$ cat config.mk
export PLATFORM = sky130hd
export DESIGN_NAME = serial_frame_scheduler
export DESIGN_NICKNAME = d
export VERILOG_FILES = /design/src/rtl/serial_frame_scheduler.sv
export SDC_FILE = /design/constraint.sdc
export NUM_CORES = 1
export LEC_CHECK = 0
export BUFFER_PORTS_ARGS = -buffer_cell sky130_fd_sc_hd__buf_2
export CORE_ASPECT_RATIO = 1.1
export CORE_MARGIN = 5
export CORE_UTILIZATION = 45
export CTS_BUF_LIST = sky130_fd_sc_hd__clkbuf_4 sky130_fd_sc_hd__clkbuf_8 sky130_fd_sc_hd__clkbuf_16
export DETAILED_ROUTE_END_ITERATION = 8
export PLACE_DENSITY = 0.77
export SLEW_MARGIN = 10
export SYNTH_ARGS = -nofsm -noshare
export SYNTH_HDL_FRONTEND = slang
export SYNTH_SLANG_ARGS = --single-unit
$ cat constraint.sdc
create_clock -name clock -period 2.19 [get_ports clock]
set_input_delay 0.3285 -clock clock [delete_from_list [all_inputs] [get_ports clock]]
set_output_delay 0.3285 -clock clock [all_outputs]
set_load 0.05 [all_outputs]
$ cat src/rtl/serial_frame_scheduler.sv
// Round-robin arbiter that shares one sendFrame transmitter among N requesters,
// with an idle gap between frames and a watchdog that aborts stalled frames.
module serial_frame_scheduler #(
    parameter int unsigned N       = 4,
    parameter int unsigned WIDTH   = 16,
    parameter int unsigned LOGSIZE = 1,
    parameter int unsigned GAP     = 32,
    parameter int unsigned TIMEOUT = 1024
) (
    input  logic                 clock,
    input  logic                 reset,
    input  logic [N-1:0]         req,
    input  logic [N*WIDTH-1:0]   req_data,
    output logic [LOGSIZE-1:0]   req_index,
    output logic [N-1:0]         grant,
    output logic [N-1:0]         done,
    output logic                 timeout_err,
    output logic                 busy,
    output logic                 frame_start,
    input  logic [LOGSIZE-1:0]   frame_index,
    output logic [WIDTH-1:0]     frame_data,
    input  logic                 frame_ready_at_next
);

    localparam int unsigned IW = (N > 1) ? $clog2(N) : 1;
    localparam int unsigned CW = 16;
    localparam logic [CW-1:0] WD_LAST  = CW'(TIMEOUT - 1);
    localparam logic [CW-1:0] GAP_LAST = CW'(GAP - 1);

    typedef enum logic [1:0] {
        ST_IDLE,
        ST_START,
        ST_SEND,
        ST_GAP
    } state_t;

    state_t          state;
    state_t          state_n;
    logic [IW-1:0]   last_grant;
    logic [IW-1:0]   last_grant_n;
    logic [CW-1:0]   wd_cnt;
    logic [CW-1:0]   wd_cnt_n;
    logic [CW-1:0]   gap_cnt;
    logic [CW-1:0]   gap_cnt_n;
    logic [N-1:0]    grant_n;
    logic [N-1:0]    done_n;
    logic            timeout_n;
    logic            start_n;
    logic            busy_n;
    logic            finish;

    logic            pick_found;
    logic [IW-1:0]   pick_idx;
    int unsigned     cand;

    // Rotating priority search starting just after the previous owner.
    always_comb begin
        pick_found = 1'b0;
        pick_idx   = '0;
        cand       = 0;
        for (int unsigned i = 1; i <= N; i++) begin
            cand = 32'(last_grant) + i;
            if (cand >= N) begin
                cand = cand - N;
            end
            if (!pick_found && req[cand[IW-1:0]]) begin
                pick_found = 1'b1;
                pick_idx   = cand[IW-1:0];
            end
        end
    end

    // Word steering follows the transmitter's index with no register stage.
    assign req_index = frame_index;

    always_comb begin
        frame_data = '0;
        for (int unsigned k = 0; k < N; k++) begin
            if (grant[k]) begin
                frame_data = frame_data | req_data[k*WIDTH +: WIDTH];
            end
        end
    end

    always_ff @(posedge clock) begin
        if (reset) begin
            state <= ST_IDLE;
        end else begin
            state <= state_n;
        end
    end

    always_comb begin
        state_n      = state;
        grant_n      = grant;
        done_n       = '0;
        timeout_n    = 1'b0;
        start_n      = 1'b0;
        last_grant_n = last_grant;
        wd_cnt_n     = wd_cnt;
        gap_cnt_n    = gap_cnt;
        finish       = 1'b0;

        case (state)
            ST_IDLE: begin
                // The ready guard also covers a frame still draining after reset.
                if (pick_found && frame_ready_at_next) begin
                    state_n      = ST_START;
                    grant_n      = N'(1) << pick_idx;
                    last_grant_n = pick_idx;
                    start_n      = 1'b1;
                end
            end
            ST_START: begin
                state_n  = ST_SEND;
                wd_cnt_n = '0;
            end
            ST_SEND: begin
                wd_cnt_n = wd_cnt + CW'(1);
                // readyAtNext may still reflect the previous frame on the first SEND cycle.
                if ((wd_cnt != '0) && frame_ready_at_next) begin
                    finish = 1'b1;
                end else if (wd_cnt == WD_LAST) begin
                    finish    = 1'b1;
                    timeout_n = 1'b1;
                end
                if (finish) begin
                    done_n    = grant;
                    grant_n   = '0;
                    gap_cnt_n = '0;
                    state_n   = (GAP == 0) ? ST_IDLE : ST_GAP;
                end
            end
            ST_GAP: begin
                gap_cnt_n = gap_cnt + CW'(1);
                if (gap_cnt == GAP_LAST) begin
                    state_n = ST_IDLE;
                end
            end
            default: begin
                state_n = ST_IDLE;
                grant_n = '0;
            end
        endcase

        busy_n = (state_n != ST_IDLE);
    end

    always_ff @(posedge clock) begin
        if (reset) begin
            grant       <= '0;
            done        <= '0;
            timeout_err <= 1'b0;
            frame_start <= 1'b0;
            busy        <= 1'b0;
            last_grant  <= IW'(N - 1);
            wd_cnt      <= '0;
            gap_cnt     <= '0;
        end else begin
            grant       <= grant_n;
            done        <= done_n;
            timeout_err <= timeout_n;
            frame_start <= start_n;
            busy        <= busy_n;
            last_grant  <= last_grant_n;
            wd_cnt      <= wd_cnt_n;
            gap_cnt     <= gap_cnt_n;
        end
    end

endmodule
======== Word-level counts from Yosys, hierarchy flattened ========
Cells that the tools add are included.
storage, ports and cells
  bits in registers ....................... 47
  logic and storage cells ................. 99
  output and inout bits ................... 28
operators by class
  bitwise logic cells ..................... 6
  reductions and logical operators ........ 20
  shift-type cells ........................ 1
  equal/unequal tests ..................... 7
  multiplexer cells ....................... 38
  order comparisons ....................... 8
  add/sub/neg operators ................... 10
operators with widths
  cell                   count
  $mux 16                5
  $pmux 16 s2            2
  $or 16x16->16          3
  $add 16x1->16 const B  2
  $mux 2                 11
  $eq 16x10->1 const B   1
  $eq 16x5->1 const B    1
  $reduce_bool 16->1     1
  $lt 2x3->1 const B     4
  $mux 1                 12
  $ge 3x3->1 const B     3
  $bmux 1 s2             4
  $mux 4                 2
  $pmux 2 s4             1
  $pmux 4 s2             1
  $reduce_bool 2->1      4
  $sub 2x1->2 const B    4
  $add 2x2->3 const B    2
  $reduce_or 3->1        2
  $logic_and 1x1->1      5
  $add 2x3->4 const B    1
  $eq 2x2->1 const B     2
  $ge 4x3->1 const B     1
  $ne 2x2->1 const B     2
  other kinds (9)        14

======== Longest topological paths before layout ========
Gate-level depths: netlist (run 1).
  depth in word-level cells ............... 19
  depth in mapped cells ................... 10
  depth with buffers taken out ............ 7

======== Least setup slack after synthesis (run 1) ========
No wires, ideal clock.
  path kind ............................... reg-to-reg
  start ................................... register state[0]
  end ..................................... register gap_cnt[10]
  required time ........................... 2.124 ns
  cell stages (with the launch flop) ...... 10
  clock period less this slack ............ 2.034 ns
  setup slack ............................. 0.156 ns
  arrival time ............................ 1.968 ns
  cells stage by stage .................... dfxtp_1 > inv_1 > ha_1 > bufbuf_16 > nand2_1 > a41oi_1 > a211oi_2 > buf_6 > or4_4 > a21oi_2
on the way
  cells in the longest elaborated chain, start to end .. 3
RTL lines
  element                                                                  line  RTL
  start, declared                                                          37    state_t state;
  start signal, assigned                                                   89    state <= state_n;
  $eq 2x2->1                                                               104   case (state)
  $ne 2x2->1 (no source line) / $reduce_bool 2->1 (equally long branches)  n/a
  $reduce_and 2->1 (no source line)                                        n/a
  end signal, assigned                                                     167   gap_cnt <= gap_cnt_n;
  end, declared                                                            43    logic [CW-1:0] gap_cnt;
Parallel ways exist; a longest one is shown, timed or not.
A chain may end at the register's enable or synchronous reset.

======== Final worst setup path (run 1) ========
  start ................................... register wd_cnt[0]
  end ..................................... register gap_cnt[6]
on the way
  cells in the longest elaborated chain, start to end .. 6
RTL lines
  element                                                    line      RTL
  start, declared                                            41        logic [CW-1:0] wd_cnt;
  start signal, assigned                                     166       wd_cnt <= wd_cnt_n;
  $eq 16x10->1 / $reduce_bool 16->1 (equally long branches)  123, 121
  $mux 1 / $logic_and 1x1->1 (equally long branches)         123, 121
  $mux 1 (*)                                                 121       if ((wd_cnt != '0) && frame_ready_at_next) begin
  $mux 1 (*)                                                 104
  $ne 2x2->1 (no source line) (*)                            n/a
  $reduce_and 2->1 (no source line) (*)                      n/a
Every way passes the cells marked *; elsewhere a longest branch is shown, timed or not. The select of a mux whose other input is x is not followed.

==> impl_results.md, run 1 <==
* Port Buffers at 97
* Post-DRT Antenna Nets at 0
* DRT iter0 DRCs at 155
* Hold-fix buffers, CTS at 0
* Vias at 2770
* HP Class: in2reg
* Slew @ Worst Pin at 0.665 ns
* Max Root-Sink Buffers at 2
* Synth unique cells at 53
* CP peak stage delay at 0.50 ns
* I/O pins at 100
* Peak Freq at 483 MHz
* Post-synth top area cell: dfxtp_1
* Max-slew violations at 0
* DR WL/cell at 14.1 um
* Mapped Cells at 327
* Crit path launch type: flop
* Syn Std Cell Area at 2720 um^2
* H-tree depth at 2
* DP Wirelength at 5490 um
* Clock Skew at 0.00786 ns
* Die Wd at 84.1 um
* Diode count at 0
* Final TNS setup at 0 ns
* Commonest non-fill, non-tap cell in the layout: buf_2
* Lkg Pwr at 1.42 nW
* Post-synth top flop: dfxtp_1
* Worst-path cell with the longest stage delay: or4_1
* Worst Path Arrival at 2.30 ns
* Number of max-cap violations at 0
* CTS Sinks at 47
* First-pass GRT wire length at 11600 um
* Post-synth EDFFs at 0
* DP Cell Count at 488
* Total track usage at 0.176
* Total wire length at 7000 um
* Crit-path cells: ha_1 -> and4_2 -> and3_2 -> a211oi_2 -> buf_12 -> or4_1 -> a21oi_1
* CP delay by family, top: simple AND/OR/NAND/NOR gates
* Setup bufs post-CTS at 0
* Synth Register Bits at 47
* Synth area leaders: dfxtp_1 35%, a22oi_1 8.8%, nand2_1 5.0%
* Slew margin rel. at 0.556
* PwrDens at 782 nW/um^2
* TritonCTS buffer count at 5
* CP Max Fanout at 30
* Initial antenna violation count at 0
* Largest net degree at the start of global routing at 31
* Die area at 7700 um^2
* Syn_area_per_cell at 8.31 um^2
* DR DRC count at 0
* Buf/Inv on CP at 1
* P&R area growth vs syn at 23.9%
* CTS root buffer: clkbuf_8
* Outcome: complete, no violations
* Register area share after synthesis at 0.346
* Starting Density at 0.468
* Syn_nets at 405
* Final worst path period need at 2.07 ns
* Placed cell areas at 3230 um^2
* Via count of the first global-routing pass at 2549
* Via-to-Cell Ratio at 5.58
* RSZ-0062 raised after global routing: false
* First-pass detailed-route iteration total at 4
* Layout cells sized above 1 at 0.315
* CP required at 2.42 ns
* Clock Pin Slew Worst Setup and Hold Paths at 0.09 ns
* Total gr overflow at 0
* Fill cell count at 544
* CP endpoint kind: flop
* Kind of critical path: reg2reg
* Top-area cell type share of the netlist area at 0.346
* Final Cycle Share at 0.945
* Core Area at 5810 um^2
* Post-route cell area at 3370 um^2
* WHS at 0.310 ns
* Yosys warnings at 0
* TritonCTS clock tree: done
* Net count, final at 496
* Worst vdd ir at 0.449 mV
* Post-cts resize count at 0
* Rows at 29
* Final Non-Filler Cells at 496
* Setup Viol. Count Final at 0
* Async set-or-reset flop fraction in the synthesized netlist at 0
* Die H at 91.5 um
* GP Congestion at 0.875
* Most frequent cells in the layout: 97 x buf_2, 47 x dfxtp_1, 36 x nand2_1
* Clock Latency Late Sink at 0.30 ns
* Final cell utilization of the core at 0.580
* Fin. Hold Viols at 0
state kept, by name (all words and copies together), names as in the netlist:
signal,flops
busy,1
done,4
frame_start,1
gap_cnt,16
grant,4
last_grant,2
state,2
timeout_err,1
wd_cnt,16
layout make-up:
type	count	area, um^2	share of cell area
clock inverter	3	43.8	0.0130
tap	77	96.3	0.0286
clock buffer	5	68.8	0.0204
sequential	47	941	0.279
inverter	14	52.6	0.0156
timing repair buffer	103	543	0.161
multi-input combinational	247	1620	0.482
synthesized netlist by cell type (7+ instances only):
| master | number |
|---|---|
| inv_1 | 14 |
| a22oi_1 | 32 |
| clkbuf_1 | 12 |
| o31ai_1 | 12 |
| o21ai_0 | 11 |
| dfxtp_1 | 47 |
| nand2_1 | 36 |
| xor2_1 | 10 |
| nand4_1 | 7 |
| or4_1 | 10 |
| nand3_1 | 10 |
| nor2_1 | 25 |
| a21oi_1 | 21 |
report_power, final:
| group | internal (W) | switching (W) | leakage [nW] | total (W) |
|---|---|---|---|---|
| sequential | 0.000911 | 0.0000923 | 0.380 | 0.00100 |
| clock | 0.000340 | 0.000283 | 0.0581 | 0.000622 |
| combinational | 0.000336 | 0.000674 | 0.978 | 0.00101 |
final timing paths:
check / startpoint / to / slack (ns) / depth (start not counted)
hold reg to reg: gap_cnt[15] / gap_cnt[15] / 0.48 / 2
setup / recovery: wd_cnt[0] / gap_cnt[6] / 0.12 / 7
hold / removal: frame_ready_at_next / timeout_err / 0.31 / 2
setup reg to reg: wd_cnt[0] / gap_cnt[6] / 0.12 / 7
worst reg2reg max path: cells and delay by family (launching register included):
kind                       cells  cell delay, ns
and+or+nand+nor                3            0.96
adders and majority gates      1            0.21
DFF                            1            0.40
buffers and inverters          1            0.17
AOI/OAI and AO/OA              2            0.25
through the flow:
step                      setup WS (ns)  power [W]
final                             0.119    0.00264
after global routing             0.0444    0.00279
after CTS                         0.124    0.00264
after detailed placement          0.159    0.00201
after global placement            0.203    0.00199
after floorplan                   0.156    0.00178
kinds of logic (layout without fill, tap and decap cells):
logic type	Yosys count	in the layout	synth area share
AND/OR/NAND/NOR	130	130	0.268
multiplexers	1	1	0.00368
AO/OA/AOI/OAI	97	97	0.247
XOR/XNOR	13	13	0.0419
adder cells (fa/ha/maj)	6	6	0.0276
flip-flops	47	47	0.346
buffers and inverters	33	125	0.0654
routing by layer:
metal / GRT usage / vias up / part of all wire
met5: 0 / - / 0
met4: 0.0563 / 0 / 0.020
met3: 0.0489 / 12 / 0.070
met2: 0.315 / 91 / 0.50
met1: 0.201 / 1267 / 0.41
li1: - / 1400 / -
Note: power is estimated with default switching activity, not from simulation.
==> run 2: changes to the inputs <==
Settings changed: SETUP_SLACK_MARGIN from default to 0.2.
==> impl_results.md, run 2 (synthesis gave the netlist of run 1 again) <==
* Outcome: complete, no violations
* Hold path cells at 2 (unchanged)
* Psw at 0.00115 W (+9.4%)
* Max-slew violations at 0 (unchanged)
* Peak Freq at 479 MHz (-0.88%)
* GP Congestion at 0.854 (-2.3%)
* Clock Latency Late Sink at 0.30 ns (about the same)
* Core Area at 5810 um^2 (unchanged)
* Initial antenna violation count at 0 (unchanged)
* Worst Path Arrival at 2.29 ns (about the same)
* Seq pwr share at 0.356 (-0.025)
* Final setup margin at 0.101 ns (-0.0183 ns)
* Hold-fix buffers, CTS at 0 (unchanged)
* Pint at 0.00173 W (+9.1%)
* CP endpoint kind: flop
* CP required at 2.39 ns (-0.03 ns)
* Crit path launch type: flop
* Largest net degree at the start of global routing at 31 (unchanged)
* Setup Viol. Count Final at 0 (unchanged)
* DP Wirelength at 5540 um (+0.74%)
* Commonest non-fill, non-tap cell in the layout: buf_2
* Fill cell count at 485 (-11%)
* CP Max Fanout at 8 (-73%)
* Slew @ Worst Pin at 0.609 ns (-0.0558 ns)
* PwrDens at 778 nW/um^2 (-0.52%)
* TritonCTS buffer count at 5 (unchanged)
* Fin. Hold Viols at 0 (unchanged)
* Diode count at 0 (unchanged)
* Vias at 2945 (+6.3%)
* Via count of the first global-routing pass at 2706 (+6.2%)
* Reg2Reg Setup Slack at 0.10 ns (-0.02 ns)
* First-pass detailed-route iteration total at 5 (+1)
* Pre-CTS setup slack at 0.0888 ns (-0.0703 ns)
* Min-Delay Endpoint: timeout_err
* Worst reg2reg path depth at 8 (+1)
* Total wire length at 8350 um (+19%)
* TritonCTS clock tree: done
* Number of max-cap violations at 0 (unchanged)
* Final Non-Filler Cells at 509 (+2.6%)
* Slew margin rel. at 0.591 (+0.0350)
* Layout cells sized above 1 at 0.419 (+0.104)
* Final Cycle Share at 0.954 (+0.00835)
* M2 GR Usage at 0.322 (+0.00724)
* DP Cell Count at 489 (+0.20%)
* I/O pins at 100 (unchanged)
* Final worst path period need at 2.09 ns (+0.0183 ns)
* Port Buffers at 97 (unchanged)
* Lkg Pwr at 1.54 nW (+8.8%)
* Max Root-Sink Buffers at 2 (unchanged)
* Biggest regs: gap_cnt (16), wd_cnt (16)
* Die Wd at 84.1 um (unchanged)
* Via-to-Cell Ratio at 5.79 (+3.6%)
* Final TNS setup at 0 ns (unchanged)
* RSZ-0062 raised after global routing: true
* Clock power frac at 0.218 (-0.018)
* GRT Max-Usage Layer: met2
* DRT iter0 DRCs at 166 (+7.1%)
* Hold Crit Start: frame_ready_at_next
* Worst vdd ir at 0.502 mV (+12%)
* Rows at 29 (unchanged)
* Switching share of power at 0.399 (+0.000637)
* P&R area growth vs syn at 36.1%
* CTS root buffer: clkbuf_8
* GR Util met3 at 0.0498 (+0.000905)
* Total track usage at 0.184 (+0.00781)
* Kind of critical path: reg2reg
* Starting Density at 0.468 (unchanged)
* Worst reg2reg endpoint: gap_cnt[3]
* CTS Sinks at 47 (unchanged)
* Comb pwr share at 0.427 (+0.044)
* H-tree depth at 2 (unchanged)
* Clock Pin Slew Worst Setup and Hold Paths at 0.08 ns (about the same)
* Net count, final at 510 (+2.8%)
* HP Class: in2reg
* DR WL/cell at 16.4 um (+16%)
* Die area at 7700 um^2 (unchanged)
* Clock Skew at 0.0106 ns (+0.00277 ns)
* Post-DRT Antenna Nets at 0 (unchanged)
* DR DRC count at 0 (unchanged)
* Total gr overflow at 0 (unchanged)
* M1 GR Usage at 0.213 (+0.0120)
* Most frequent cells in the layout: 97 x buf_2, 37 x dfxtp_1, 32 x a22oi_1
* FF-to-FF Start: wd_cnt[1]
* First-pass GRT wire length at 12100 um (+4.5%)
* Die H at 91.5 um (unchanged)
* Tot Pwr at 0.00288 W (+9.2%)
[run 2: cell types whose count changed in the layout (fill, tap and decap cells not counted), sizes merged]
cell / delta
buf: +12
clkbuf: +3
clkinv: -2
[run 2: power groups by stage]
stage	Sequential [W]	Combinational [W]	Clock (W)
finish	0.00102	0.00123	0.000627
global route	0.00103	0.00131	0.000669
CTS	0.00101	0.00107	0.000641
detailed placement	0.00102	0.00103	0
global placement	0.00102	0.00101	0
floorplan	0.00104	0.000754	0
[run 2: timing repair]
action | 4_1_cts | 5_1_grt
resized for setup | 5 | 39
hold endpoints to repair | 0 | 0
buffers inserted | 4 | 6
gates cloned | 0 | 3
pin swaps | 2 | 8
endpoints found under the setup margin | 20 | 45
[run 2: worst max path at each step]
stage / end / slack, ns / from
2_1_floorplan: frame_data[5] / 0.22 / grant[1]
3_3_place_gp: gap_cnt[14] / 0.20 / wd_cnt[0]
3_5_place_dp: gap_cnt[12] / 0.09 / wd_cnt[0]
4_1_cts: wd_cnt[15] / 0.20 / state[1]
5_1_grt: gap_cnt[3] / 0.02 / wd_cnt[1]
6_report: gap_cnt[3] / 0.10 / wd_cnt[1]
[run 2: final cells by class]
| class | instances | area (um^2) | share of cell area |
|---|---|---|---|
| Tap cell | 77 | 96.3 | 0.0260 |
| Inverter | 14 | 55.1 | 0.0149 |
| Multi-Input combinational cell | 247 | 1800 | 0.486 |
| Clock buffer | 6 | 76.3 | 0.0206 |
| Clock inverter | 1 | 30.0 | 0.00812 |
| Sequential cell | 47 | 956 | 0.258 |
| Timing Repair Buffer | 117 | 687 | 0.186 |
[run 2: through the flow]
| stage | hold WS (ns) | utilization | area [um^2] |
|---|---|---|---|
| floorplan | 0.440 | - | 2750 |
| global placement | 0.471 | 0.563 | 3270 |
| detailed placement | 0.474 | 0.563 | 3270 |
| CTS | 0.312 | 0.590 | 3430 |
| global route | 0.338 | 0.637 | 3700 |
| finish | 0.327 | 0.637 | 3700 |
[run 2: metal layers]
layer	up-vias	wire length [um]
li1	1427	-
met1	1377	3270
met2	118	4350
met3	23	515
met4	0	217
met5	-	0
[run 2: worst max-delay path, cell delays in order, from the launching register on]
cell and delay [ns]:
dfxtp_2 0.34, inv_2 0.08, ha_4 0.13, nor4b_4 0.28
a41oi_4 0.18, a211oi_4 0.49, clkbuf_16 0.26, nor3_2 0.04
o21a_1 0.20
==> run 3: changes to the inputs <==
Settings changed: CORE_ASPECT_RATIO 1.1 to 1.5, CORE_UTILIZATION 45 to 36, PLACE_DENSITY 0.77 to default.
==> impl_results.md, run 3 (synthesis gave the netlist of run 1 again) <==
* Kind of critical path: reg2reg
* TritonCTS clock tree: done
* Clock Latency Late Sink at 0.31 ns (about the same)
* Net count, final at 506 (-0.78%)
* H-tree depth at 2 (unchanged)
* Clock Pin Slew Worst Setup and Hold Paths at 0.09 ns (about the same)
* GP Congestion at 0.794 (-7.0%)
* Setup Viol. Count Final at 0 (unchanged)
* Max-slew violations at 0 (unchanged)
* First-pass detailed-route iteration total at 4 (-1)
* Biggest regs: gap_cnt (16), wd_cnt (16)
* Vias at 2819 (-4.3%)
* CTS root buffer: clkbuf_8
* Max Root-Sink Buffers at 2 (unchanged)
* Diode count at 0 (unchanged)
* Slew @ Worst Pin at 0.578 ns (-0.0310 ns)
* Crit path launch type: flop
* Via count of the first global-routing pass at 2561 (-5.4%)
* Layout cells sized above 1 at 0.396 (-0.0227)
* Reg2Reg Setup Slack at 0.19 ns (+0.09 ns)
* Number of max-cap violations at 0 (unchanged)
* Final setup margin at 0.194 ns (+0.0933 ns)
* CP Max Fanout at 7 (-1)
* Via-to-Cell Ratio at 5.33 (-7.9%)
* TritonCTS buffer count at 5 (unchanged)
* DP Wirelength at 5870 um (+6.1%)
* Starting Density at 0.371 (-0.0969)
* HP Class: in2reg
* Slew margin rel. at 0.612 (+0.0208)
* Pre-CTS setup slack at 0.141 ns (+0.0518 ns)
* CP required at 2.43 ns (+0.04 ns)
* Final worst path period need at 2.00 ns (-0.0933 ns)
* I/O pins at 100 (unchanged)
* DRT iter0 DRCs at 153 (-7.8%)
* DR DRC count at 0 (unchanged)
* Post-DRT Antenna Nets at 0 (unchanged)
* PwrDens at 757 nW/um^2 (-2.7%)
* Total wire length at 7920 um (-5.2%)
* Die Wd at 80.9 um (-3.8%)
* Lkg Pwr at 1.51 nW (-1.8%)
* Largest net degree at the start of global routing at 31 (unchanged)
* Outcome: complete, no violations
* Fin. Hold Viols at 0 (unchanged)
* RSZ-0062 raised after global routing: true
* Total track usage at 0.154 (-0.0293)
* Worst Path Arrival at 2.24 ns (-0.05 ns)
* CP endpoint kind: flop
* Total gr overflow at 0 (unchanged)
* Rows at 38 (+31%)
* Core Area at 7320 um^2 (+26%)
* Peak Freq at 501 MHz (+4.7%)
* Setup bufs post-CTS at 0 (-4)
* Worst vdd ir at 0.416 mV (-17%)
* CTS Sinks at 47 (unchanged)
* DR WL/cell at 15.0 um (-8.8%)
* Die H at 116 um (+27%)
* Die area at 9420 um^2 (+22%)
* Clock Skew at 0.00971 ns (-0.000928 ns)
* Final TNS setup at 0 ns (unchanged)
* Port Buffers at 97 (unchanged)
* Final Cycle Share at 0.911 (-0.0426)
* Commonest non-fill, non-tap cell in the layout: buf_2
* Initial antenna violation count at 0 (unchanged)
* First-pass GRT wire length at 11700 um (-3.5%)
* P&R area growth vs syn at 34.1%
* Most frequent cells in the layout: 97 x buf_2, 36 x dfxtp_1, 32 x a22oi_1
## run 3: cell count changes in the layout (fill, tap and decap cells not counted), sizes merged
cell and change:
clkbuf +2, bufinv -1, buf -4
## run 3: through the flow
| step | hold slack [ns] | instances | power, W | area (um^2) | utilization |
|---|---|---|---|---|---|
| global placement | 0.477 | 518 | 0.00205 | 3360 | 0.458 |
| detailed placement | 0.484 | 518 | 0.00207 | 3360 | 0.458 |
| finish | 0.297 | 529 | 0.00276 | 3640 | 0.498 |
| floorplan | 0.440 | 327 | 0.00180 | 2750 | - |
| CTS | 0.296 | 526 | 0.00267 | 3470 | 0.474 |
| global route | 0.297 | 529 | 0.00292 | 3640 | 0.498 |
## run 3: critical path, stage by stage, from the launching register on
cell,delay [ns]
dfxtp_1,0.48
nand4_2,0.21
or2_1,0.29
or3_1,0.39
or4_1,0.43
a21oi_2,0.12
## run 3: final timing paths
path	to	depth (start not counted)	from
worst max-delay path	gap_cnt[11]	5	gap_cnt[3]
worst min-delay path	timeout_err	2	frame_ready_at_next
worst max register to register	gap_cnt[11]	5	gap_cnt[3]
worst min register to register	gap_cnt[0]	2	gap_cnt[0]
## run 3: cell type report
cell class	instances	area, um^2
sequential	47	957
fill	735	3680
inverter	14	52.6
tap	100	125
clock buffer	8	104
timing repair buffer	113	669
multi-input combinational	247	1740
## run 3: power by group
group          leakage [nW]  switching, W  internal [W]
Clock                0.0549      0.000288      0.000301
Sequential            0.386     0.0000983      0.000922
Combinational          1.07      0.000729      0.000421
Total                  1.51       0.00111       0.00164
## run 3: layer usage
layer  part of all wire  wire length (um)  GRT usage
met5                  0                 0          0
met4              0.024               190     0.0643
met3              0.034               272     0.0255
met2               0.53              4160      0.259
met1               0.42              3300      0.195
## run 3: what timing repair did
action	CTS	global route
endpoints found under the setup margin	17	31
gates cloned	0	3
resized for setup	4	27
pin swaps	1	1
hold buffers	0	0
